### src/rtl/inst_fetch_unit.sv
// Instruction fetch: walks the PC through the ROM read port, buffers returned words
// in a small FIFO and presents them with their PC to decode over valid/ready.
module inst_fetch_unit #(
    parameter logic [31:0] RESET_PC  = 32'hbfc00000,
    parameter int          BUF_DEPTH = 2
) (
    input  logic        clk,
    input  logic        rst,
    output logic        rom_en,
    output logic        rom_write_en,
    output logic [31:0] rom_addr,
    output logic [31:0] rom_write_data,
    input  logic [31:0] rom_read_data,
    input  logic        redirect_valid,
    input  logic [31:0] redirect_pc,
    output logic        inst_valid,
    input  logic        inst_ready,
    output logic [31:0] inst_pc,
    output logic [31:0] inst_data
);

    localparam int PTR_W = (BUF_DEPTH > 1) ? $clog2(BUF_DEPTH) : 1;
    localparam int CNT_W = PTR_W + 1;

    logic [31:0]      pc;
    logic [31:0]      inflight_pc;
    logic             inflight;
    logic [31:0]      pc_mem   [BUF_DEPTH];
    logic [31:0]      data_mem [BUF_DEPTH];
    logic [PTR_W-1:0] rd_ptr;
    logic [PTR_W-1:0] wr_ptr;
    logic [CNT_W-1:0] count;
    logic [CNT_W-1:0] pending;
    logic             push;
    logic             pop;

    assign rom_write_en   = 1'b0;
    assign rom_write_data = 32'h0;
    assign rom_addr       = {pc[31:2], 2'b00};

    // Outputs are forced quiet while reset is asserted, not only after it.
    assign inst_valid = !rst && (count != '0);
    assign inst_pc    = inst_valid ? pc_mem[rd_ptr]   : 32'h0;
    assign inst_data  = inst_valid ? data_mem[rd_ptr] : 32'h0;

    assign pop  = inst_valid && inst_ready && !redirect_valid;
    // inflight is only ever set by an issue, and issue is blocked during a redirect
    // or reset, so a response following either is dropped for free.
    assign push = inflight && !redirect_valid && !rst;

    // Words owed to the FIFO once this cycle's pop is accounted for.
    assign pending = count + CNT_W'(inflight) - CNT_W'(inst_valid && inst_ready);
    assign rom_en  = !rst && !redirect_valid && (pending < CNT_W'(BUF_DEPTH));

    always_ff @(posedge clk) begin
        if (rst) begin
            pc          <= RESET_PC;
            inflight    <= 1'b0;
            inflight_pc <= 32'h0;
            rd_ptr      <= '0;
            wr_ptr      <= '0;
            count       <= '0;
        end else begin
            inflight <= rom_en;
            if (rom_en) begin
                inflight_pc <= pc;
                pc          <= pc + 32'd4;
            end
            if (redirect_valid) begin
                pc     <= {redirect_pc[31:2], 2'b00};
                rd_ptr <= '0;
                wr_ptr <= '0;
                count  <= '0;
            end else begin
                if (push) wr_ptr <= wr_ptr + PTR_W'(1);
                if (pop)  rd_ptr <= rd_ptr + PTR_W'(1);
                count <= count + CNT_W'(push) - CNT_W'(pop);
            end
        end
    end

    always_ff @(posedge clk) begin
        if (push) begin
            pc_mem[wr_ptr]   <= inflight_pc;
            data_mem[wr_ptr] <= rom_read_data;
        end
    end

endmodule
### config.mk
export PLATFORM = sky130hd
export DESIGN_NAME = inst_fetch_unit
export DESIGN_NICKNAME = d
export VERILOG_FILES = /design/src/rtl/inst_fetch_unit.sv
export SDC_FILE = /design/constraint.sdc
export NUM_CORES = 1
export LEC_CHECK = 0
export ABC_CLOCK_PERIOD_IN_PS = 4000
export CAP_MARGIN = 20
export CORE_ASPECT_RATIO = 0.5
export CORE_UTILIZATION = 55
export DETAILED_ROUTE_END_ITERATION = 10
export DONT_BUFFER_PORTS = 1
export PLACE_DENSITY_LB_ADDON = 0.05
export SYNTH_ARGS = -nofsm -noshare
export SYNTH_HDL_FRONTEND = slang
export SYNTH_SLANG_ARGS = --single-unit
### constraint.sdc
create_clock -name clk -period 4 [get_ports clk]
set_clock_uncertainty 0.1 [all_clocks]
set_input_delay 0.4 -clock clk [delete_from_list [all_inputs] [get_ports clk]]
set_output_delay 0.4 -clock clk [all_outputs]
set_load 0.1 [all_outputs]
## Word level (Yosys, flattened, before mapping)

Memory sizes are Yosys's and may differ from the RTL's. A register that Yosys moved wholly into a read port is not among the register bits.
Index checks and enable logic that the tools add are counted.

- Word-level logic and storage cells: 39
- Input port bits: 68
- Bits in writable memories: 128
- ROM bits: 0
- Bits in latches: 0
- Register bits: 69
- Output and inout bits: 131
- Memories: 2

Memories:

| name | depth | width | rd ports | clocked after Yosys merged registers in | wr ports | RTL line | RTL |
|---|---|---|---|---|---|---|---|
| data_mem | 2 | 32 | 1 | 1 | 1 | 29 | `logic [31:0] data_mem [BUF_DEPTH];` |
| pc_mem | 2 | 32 | 1 | 1 | 1 | 28 | `logic [31:0] pc_mem [BUF_DEPTH];` |

- Bitwise logic cells: 0
- Muxes and demuxes: 10
- Equality and inequality tests: 0
- Add/subtract/negate cells: 7
- $mul: 0
- Reductions and logical operators: 12
- Div/mod/pow operators: 0
- Magnitude comparators: 1
- Shift operators: 0

Operators by type and width:

| kind | number |
|---|---|
| 2-to-1 mux 32 bit | 4 |
| adder 32 x 3 -> 32 bit, second input constant | 1 |
| logical AND 1 bit | 7 |
| 2-to-1 mux 1 bit | 6 |
| adder 2 x 1 -> 2 bit | 2 |
| nonzero test 2 bit | 2 |
| subtractor 2 x 1 -> 2 bit | 2 |
| adder 1 bit, second input constant | 2 |
| zero test 1 bit | 2 |
| < comparator 2 bit, second input constant | 1 |
| OR reduction 2 bit | 1 |

## Depth between registers and ports, before layout

Gate-level depths: netlist of the first run.

- Depth after elaboration: 8
- Gate-level depth with buffers: 15
- Mapped depth without buffers: 12

## Worst setup path before layout of the first run

Ideal clock, no wire load.

- Kind: input-to-reg
- From: input port rst
- To: memory data_mem[0][0], enable pin
- Data required time: 3.418 ns
- Setup time: 0.482 ns
- Setup slack: -0.207 ns
- Stages: 4
- Path buffers: 1
- Data arrival time: 3.625 ns
- Path through: clkbuf_1 -> nor2_1 -> nand2_1 -> nor2_1

- Word-level cells in the longest chain between the ends: 4

Ends and longest elaborated chain:

| item | RTL line | RTL |
|---|---|---|
| start: declaration | 8 | `input logic rst,` |
| zero test 1 bit | 49 | `assign push = inflight && !redirect_valid && !rst;` |
| logical AND 1 bit | 49 |  |
| 2-to-1 mux 1 bit | 83 | `if (push) begin` |
| 2-to-1 mux 1 bit (not written as such) | 85 | `data_mem[wr_ptr] <= rom_read_data;` |
| end: declaration | 29 |  |

No other way between the ends.

## Worst setup path after layout of the first run

- From: register count[1]
- To: output port rom_en

- Word-level cells in the longest chain between the ends: 6
- Elaborated cells on any way between the ends: 7
- Those cells by class: add/sub (2); order compare (1); reduce/logical (4)

Ends and longest elaborated chain:

| item | RTL line | RTL |
|---|---|---|
| start: declaration | 32 | `logic [CNT_W-1:0] count;` |
| start signal: assignment | 77 | `count <= count + CNT_W'(push) - CNT_W'(pop);` |
| parallel branches: the longest is 3 deep, another holds adder 2 x 1 -> 2 bit | n/a |  |
| subtractor 2 x 1 -> 2 bit (*) | 52 | `assign pending = count + CNT_W'(inflight) - CNT_W'(inst_valid && inst_ready);` |
| < comparator 2 bit (*) | 53 | `assign rom_en = !rst && !redirect_valid && (pending < CNT_W'(BUF_DEPTH));` |
| logical AND 1 bit (*) | 53 |  |
| end: declaration | 9 | `output logic rom_en,` |

Every way passes the cells marked *.

==> summary.md, run 1 <==
| Metric | Value |
|---|---|
| Status | complete, no violations |
| IO Pins | 199 |
| Net Switching | between 1 and 1.5 mW |
| Gpl congestion | between 0.7 and 0.8 |
| Cells after synthesis | around 680 |
| MaxCap Viol Count | 0 |
| Synth async-reset ratio | 0 |
| Final Hold Fails | 0 |
| Comb pwr share | 0.112 |
| Hold worst-path end | pc[26] |
| CTS tree | done |
| CTS root buffer | clkbuf_16 |
| Pwr Total | approximately 4.4 mW |
| CP endpoint kind | output port |
| Area share of the largest cell type after synthesis | 0.4714 |
| Setup-failing EPs final | 0 |
| Fraction of layout cells with a size suffix above 1 | 0.2506 |
| Internal | approximately 3.1 mW |
| RSZ-0062 raised after global routing | false |
| Setup Buffers After CTS | 0 |
| Pwr dens | 450.2 mW/mm^2 |
| Switching share of power | 0.2919 |
| Filler Cells Inserted | between 900 and 1000 |
| Antenna viol nets, final | 0 |
| Vias | ~5400 |
| Setup TNS | 0 ns |
| CTS HTree Levels | 4 |
| Cell variety after synth | 50 |
| Placeable core area | ~0.014 mm^2 |
| Grt total ovfl | 0 |
| Grt peak-use layer | met2 |
| DIE AREA | between 0.01 and 0.015 mm^2 |
| Min-delay src | redirect_pc[26] |
| Reg clk slew, reported paths | 0.08 ns |
| R2R cell count | 11 |
| Post-synth EDFFs | between 100 and 150 |
| Synth Register Bits | 190 |
| Initial drt markers | 400 |
| Area leader, netlist | edfxtp_1 |
| Post-layout min period | 3.231 ns |
| DR WL/cell | roughly 18 um |
| Crit path required time | 3.50 ns |
| Drt first pass iters | 6 |
| Min-delay worst type | input pin to register |
| Post-CTS sizing | 0 |
| DRC viols | 0 |
| Initial Util | 0.5734 |
| Max Fclk | approximately 310 MHz |
| GR Util met1 | 0.3236 |
| VDD IR-drop max | between 200 and 300 uV |
| Clock tree buffer depth | 2 |
| Critical path type | register to output port |
| Initial antenna violation count | 0 |
| Die H | a little under 90 um |
| Synthesis-to-finish area growth | 24.08% |
| Commonest non-fill, non-tap cell in the layout | edfxtp_1 |
| N_diodes | 0 |
| Leakage | around 3.5 nW |
| Fin crit share | 0.8078 |
| Crit-path max FO | 24 |
| Sequential area share after synthesis | 0.6387 |
| Post-Syn Area | a little under 0.008 mm^2 |
| HPWL after DPL | 10.55 mm |
| Tightest Pin Transition | 1.155 ns |
| Post-Route WL | between 15 and 20 mm |
| Vias in the first global route | between 5000 and 6000 |
| Hold depth | 2 |
| CTS sink count | between 150 and 200 |
| Largest net degree at the start of global routing | 63 |
| Post-synthesis area per instance | around 12 um^2 |
| Area of the multi-input gates | between 0.002 and 0.003 mm^2 |
| Clk_lat worst skew | ~0.43 ns |
| Number of nets in the layout | roughly 870 |
| Final Max Tran Viols | 0 |
| CP Data Arrival Time | 2.73 ns |
| Primary FF master, synth | edfxtp_1 |
| Yosys warns | 0 |
| First-pass GRT wire length | 26.82 mm |
| Num rows | 30 |
| Area contributors post-synth | edfxtp_1 47%, dfxtp_1 17%, mux2i_1 7.9% |
| RR Endpoint | pc[17] |
| Die X | about 170 um |
| GR Util met3 | 0.05525 |
| Worst R2R Start | count[1] |
| Tot GR Track Use | 0.2426 |
| Slew headroom | 0.2291 |
| CTS buffer count | 17 |
| Port Buf Inserts | 0 |
| Sequential share of power | 0.495 |
| R2r setup slk | 1.15 ns |
| Commonest cells after routing, fill and taps aside | 124 x edfxtp_1, 96 x buf_4, 88 x nand2_1 |
| Met2 usage | 0.3887 |
| Clock share of power | 0.392 |
| Routed vias/inst | roughly 5.4 |
| Register area | between 0.005 and 0.006 mm^2 |
| CP Launch Type | register |
power by group through the flow:
stage	registers (mW)	clock network (mW)	logic (mW)
detailed placement	2.23	0	0.444
CTS	2.18	1.76	0.493
global route	2.19	1.83	0.516
global placement	2.23	0	0.442
floorplan	2.34	0	0.300
finish	2.19	1.73	0.495
critical path, cell delays in order, from the launching register on:
cell	delay, ns
dfxtp_1	0.38
o21ai_4	0.20
clkinvlp_4	0.10
nand2_1	0.12
inv_1	0.06
ha_1	0.26
and2b_1	0.26
xor2_2	0.18
nand2_2	0.08
inv_2	0.37
buf_12	0.27
kinds of logic (layout without fill, tap and decap cells):
logic type,Yosys count,in the layout,synth area share
other,1,37,0.0004748
XOR/XNOR,14,14,0.01743
AO/OA/AOI/OAI,81,81,0.06368
AND/OR/NAND/NOR,239,239,0.1354
adder cells (fa/ha/maj),4,4,0.006336
flip-flops,190,190,0.6387
buffers and inverters,83,178,0.05797
multiplexers,63,63,0.07999
worst max path at each step:
stage | from | to | slack, ns | depth (start not counted)
6_report | count[1] | rom_en | 0.77 | 10
5_1_grt | count[1] | rom_en | 0.65 | 10
4_1_cts | count[1] | rom_en | 0.76 | 10
3_5_place_dp | rst | pc[17] | 1.10 | 12
3_3_place_gp | rst | pc[17] | 1.14 | 12
2_1_floorplan | rst | rom_en | 0.22 | 13
through the flow:
stage	cell area (um^2)	cells	hold WS (ns)	worst slack, ns	utilization
finish	9801	998	0.005522	0.7688	0.7114
CTS	9801	998	0.0001056	0.7571	0.7114
detailed placement	8781	928	0.3371	1.105	0.6374
floorplan	8046	711	0.3254	0.2220	-
global route	9801	998	0.008497	0.6464	0.7114
global placement	8781	928	0.3297	1.138	0.6374
area by class of cell:
class	count	area share
clock buffer	17	0.04341
multi-input combinational	438	0.2761
timing repair buffer	135	0.1162
tap	192	0.02451
clock inverter	15	0.02004
sequential	190	0.5151
inverter	11	0.004596
Yosys cell counts, types with 6 or more instances:
cell type	instances
or4_1	7
and3_1	6
a31oi_1	8
o211ai_1	6
inv_1	10
dfxtp_1	66
nor2_1	80
o311ai_0	7
clkbuf_1	26
nand2_1	88
mux2i_1	62
edfxtp_1	124
xor2_1	7
a21oi_1	42
nand4_1	11
nand3_1	26
buf_4	37
sequential cells by signal (all words and copies together) (netlist names), named ones only:
| register | flops |
|---|---|
| count | 2 |
| data_mem | 64 |
| inflight | 1 |
| inflight_pc | 30 |
| pc | 30 |
| pc_mem | 60 |
| rd_ptr | 1 |
| wr_ptr | 1 |
what timing repair did:
item | 4_1_cts | 5_1_grt
hold endpoints to repair | 121 | 0
endpoints found under the setup margin | 0 | 0
hold buffers | 38 | 0
routing by layer:
metal  share of wire  routed length, um  up-vias
met5               0                  0        -
met4           0.020                349        0
met3           0.083               1464       33
met2            0.45               7942      220
met1            0.45               7840     2564
li1                -                  -     2595
No activity file was read; power rests on OpenSTA's default activity.
==> run 2, diff against run 1 <==
Settings changed: ABC_CLOCK_PERIOD_IN_PS 4000 to 3200.
Clock period 4 ns to 3.2 ns, I/O delays scaled along.
==> summary.md, run 2 (synthesis results as in run 1) <==
| Metric | Value |
|---|---|
| Synthesis-to-finish area growth | 27.75% (was 24.08%) |
| Delay-heaviest family, CP | buffers and inverters (unchanged) |
| CTS buffer count | 17 (unchanged) |
| Largest net degree at the start of global routing | 63 (unchanged) |
| Drt first pass iters | 5 (was 6) |
| Filler Cells Inserted | 934 (was 974) |
| Initial drt markers | 283 (was 400) |
| Clock share of power | 0.372 (was 0.392) |
| Pwr dens | 534.2 mW/mm^2 (was 450.2 mW/mm^2) |
| IO Pins | 199 (unchanged) |
| First-pass GRT wire length | 27.10 mm (was 26.82 mm) |
| Placed Area | 0.008896 mm^2 (was 0.008781 mm^2) |
| Switching share of power | 0.2864 (was 0.2919) |
| Max incr delay on CP | 0.40 ns (was 0.38 ns) |
| Final Util | 0.7325 (was 0.7114) |
| RR Endpoint | pc[17] (unchanged) |
| Commonest non-fill, non-tap cell in the layout | edfxtp_1 (unchanged) |
| HPWL after DPL | 11.23 mm (was 10.55 mm) |
| Worst setup path endpoint | rom_en (unchanged) |
| CTS tree | done (unchanged) |
| Min-delay worst type | input pin to register (unchanged) |
| Placeable core area | 0.01378 mm^2 (unchanged) |
| CTS sink count | 190 (unchanged) |
| Commonest cells after routing, fill and taps aside | 124 x edfxtp_1, 101 x buf_4, 87 x nand2_1 (was 124 x edfxtp_1, 96 x buf_4, 88 x nand2_1) |
| Slew headroom | 0.2419 (was 0.2291) |
| Sequential share of power | 0.503 (was 0.495) |
| CP Launch Type | register (unchanged) |
| Final Max Tran Viols | 0 (unchanged) |
| WP buf/inv | 4 (unchanged) |
| Clock tree buffer depth | 2 (unchanged) |
| Clk_lat worst skew | 0.42 ns (was 0.43 ns) |
| R2r setup slk | 0.35 ns (was 1.15 ns) |
| Crit-path max FO | 26 (was 24) |
| Die H | 86.74 um (unchanged) |
| Setup TNS | 0 ns (unchanged) |
| Port Buf Inserts | 0 (unchanged) |
| DRC viols | 0 (unchanged) |
| CTS root buffer | clkbuf_16 (unchanged) |
| Number of nets in the layout | 893 (was 865) |
| Net Switching | 1.544 mW (was 1.288 mW) |
| Antenna viol nets, final | 0 (unchanged) |
| Vias | 5496 (was 5412) |
| VDD IR-drop max | 395.3 uV (was 259.7 uV) |
| Tot GR Track Use | 0.2415 (was 0.2426) |
| Top flop regs | data_mem x64, pc_mem x60 (unchanged) |
| Routed vias/inst | 5.357 (was 5.423) |
| Cell area after layout | 0.01009 mm^2 (was 0.009801 mm^2) |
| Cell Chain, Critical Path | o21ai_4 -> clkinvlp_4 -> nand2_2 -> inv_1 -> ha_1 -> and2b_2 -> xor2_4 -> nand2_4 -> clkinv_8 -> buf_12 (was o21ai_4 -> clkinvlp_4 -> nand2_1 -> inv_1 -> ha_1 -> and2b_1 -> xor2_2 -> nand2_2 -> inv_2 -> buf_12) |
| Placed cell count | 936 (was 928) |
| Slowest CP cell | dfxtp_1 (unchanged) |
| Num rows | 30 (unchanged) |
| CTS HTree Levels | 4 (unchanged) |
| CP Data Arrival Time | 2.53 ns (was 2.73 ns) |
| MaxCap Viol Count | 0 (unchanged) |
| CP Depth | 10 (unchanged) |
| CP endpoint kind | output port (unchanged) |
| Final Hold Fails | 0 (unchanged) |
| Flip-flop count of the largest register after layout | 64 (unchanged) |
| Status | complete, no violations (unchanged) |
| Largest register by flop count | data_mem (unchanged) |
| Reg clk slew, reported paths | 0.07 ns (was 0.08 ns) |
| Critical path type | register to output port (unchanged) |
| Post-layout min period | just under 3 ns |
| Tightest Pin Transition | 1.136 ns (was 1.155 ns) |
| DIE AREA | 0.01487 mm^2 (unchanged) |
| Internal | 3.846 mW (was 3.124 mW) |
| Leakage | 3.581 nW (was 3.476 nW) |
| Initial antenna violation count | 0 (unchanged) |
| Post-Route WL | 17.57 mm (was 17.60 mm) |
| Grt total ovfl | 0 (unchanged) |
| Fraction of layout cells with a size suffix above 1 | 0.2542 (was 0.2506) |
| Comb pwr share | 0.125 (was 0.112) |
| Worst setup path start | count[1] (unchanged) |
| Setup Buffers After CTS | 0 (unchanged) |
| RSZ-0062 raised after global routing | false (unchanged) |
| Fin crit share | 0.9226 |
| Setup-failing EPs final | 0 (unchanged) |
| Max Fclk | between 300 and 400 MHz |
| DR WL/cell | 17.12 um (was 17.63 um) |
| Gpl congestion | 0.8340 (was 0.7951) |
| N_diodes | 0 (unchanged) |
| Worst R2R Start | count[1] (unchanged) |
| R2R cell count | 11 (unchanged) |
| Crit path required time | 2.78 ns (was 3.50 ns) |
| Die X | 171.5 um (unchanged) |
| Vias in the first global route | 5256 (was 5117) |
| Post-route insts no fill | 1026 (was 998) |
| Initial Util | 0.5734 (unchanged) |
[run 2: changes by cell type in the layout (fill, tap and decap cells not counted), sizes merged]
cell,previous run,this run
clkinv,9,6
inv,15,14
dlygate4sd3,37,57
clkbuf,17,19
buf,98,106
clkinvlp,1,4
bufinv,1,0
[run 2: cell type report]
class / instances / area [um^2] / share of cell area
Clock buffer: 19 / 442.9 / 0.04389
Clock inverter: 13 / 127.6 / 0.01265
Inverter: 11 / 57.56 / 0.005704
Multi-Input combinational cell: 438 / 2738 / 0.2713
Sequential cell: 190 / 5049 / 0.5003
Tap cell: 192 / 240.2 / 0.02381
Timing Repair Buffer: 163 / 1436 / 0.1423
[run 2: worst min path at each step]
stage	from	to	slack, ns	cells past startpoint
after floorplan	rom_read_data[0]	data_mem[0][0]	0.32	0
after global placement	rst	inflight_pc[25]	0.30	1
after detailed placement	rst	inflight_pc[25]	0.29	1
after CTS	rst	pc[30]	0.003	3
after global routing	redirect_pc[20]	pc[20]	0.02	2
final	redirect_pc[20]	pc[20]	0.01	2
[run 2: timing repair]
item                       4_1_cts  5_1_grt
hold endpoints to repair       123        0
hold buffers                    58        0
resized for setup                0        5
setup endpoints to repair        0        1
[run 2: per-layer routing]
layer  wire [um]  up-vias  global-route usage
met4         185        0             0.07955
met1        7802     2618              0.3183
li1            -     2641                   -
met5           0        -                   0
met2        8253      221              0.3942
met3        1329       16             0.06027
[run 2: power by group through the flow]
stage / sequential, mW / clock [mW] / combinational [mW]
2_1_floorplan: 2.93 / 0 / 0.379
3_3_place_gp: 2.76 / 0 / 0.579
3_5_place_dp: 2.77 / 0 / 0.583
4_1_cts: 2.71 / 2.04 / 0.667
5_1_grt: 2.72 / 2.15 / 0.703
6_report: 2.71 / 2.01 / 0.673
[run 2: through the flow]
step	total power, mW	hold slack (ns)	worst slack (ns)
after floorplan	3.305	0.3189	0.02812
after global placement	3.342	0.2951	0.5011
after detailed placement	3.349	0.2950	0.4108
after CTS	5.414	0.003362	0.05252
after global routing	5.566	0.02276	0.08328
final	5.390	0.01040	0.2478
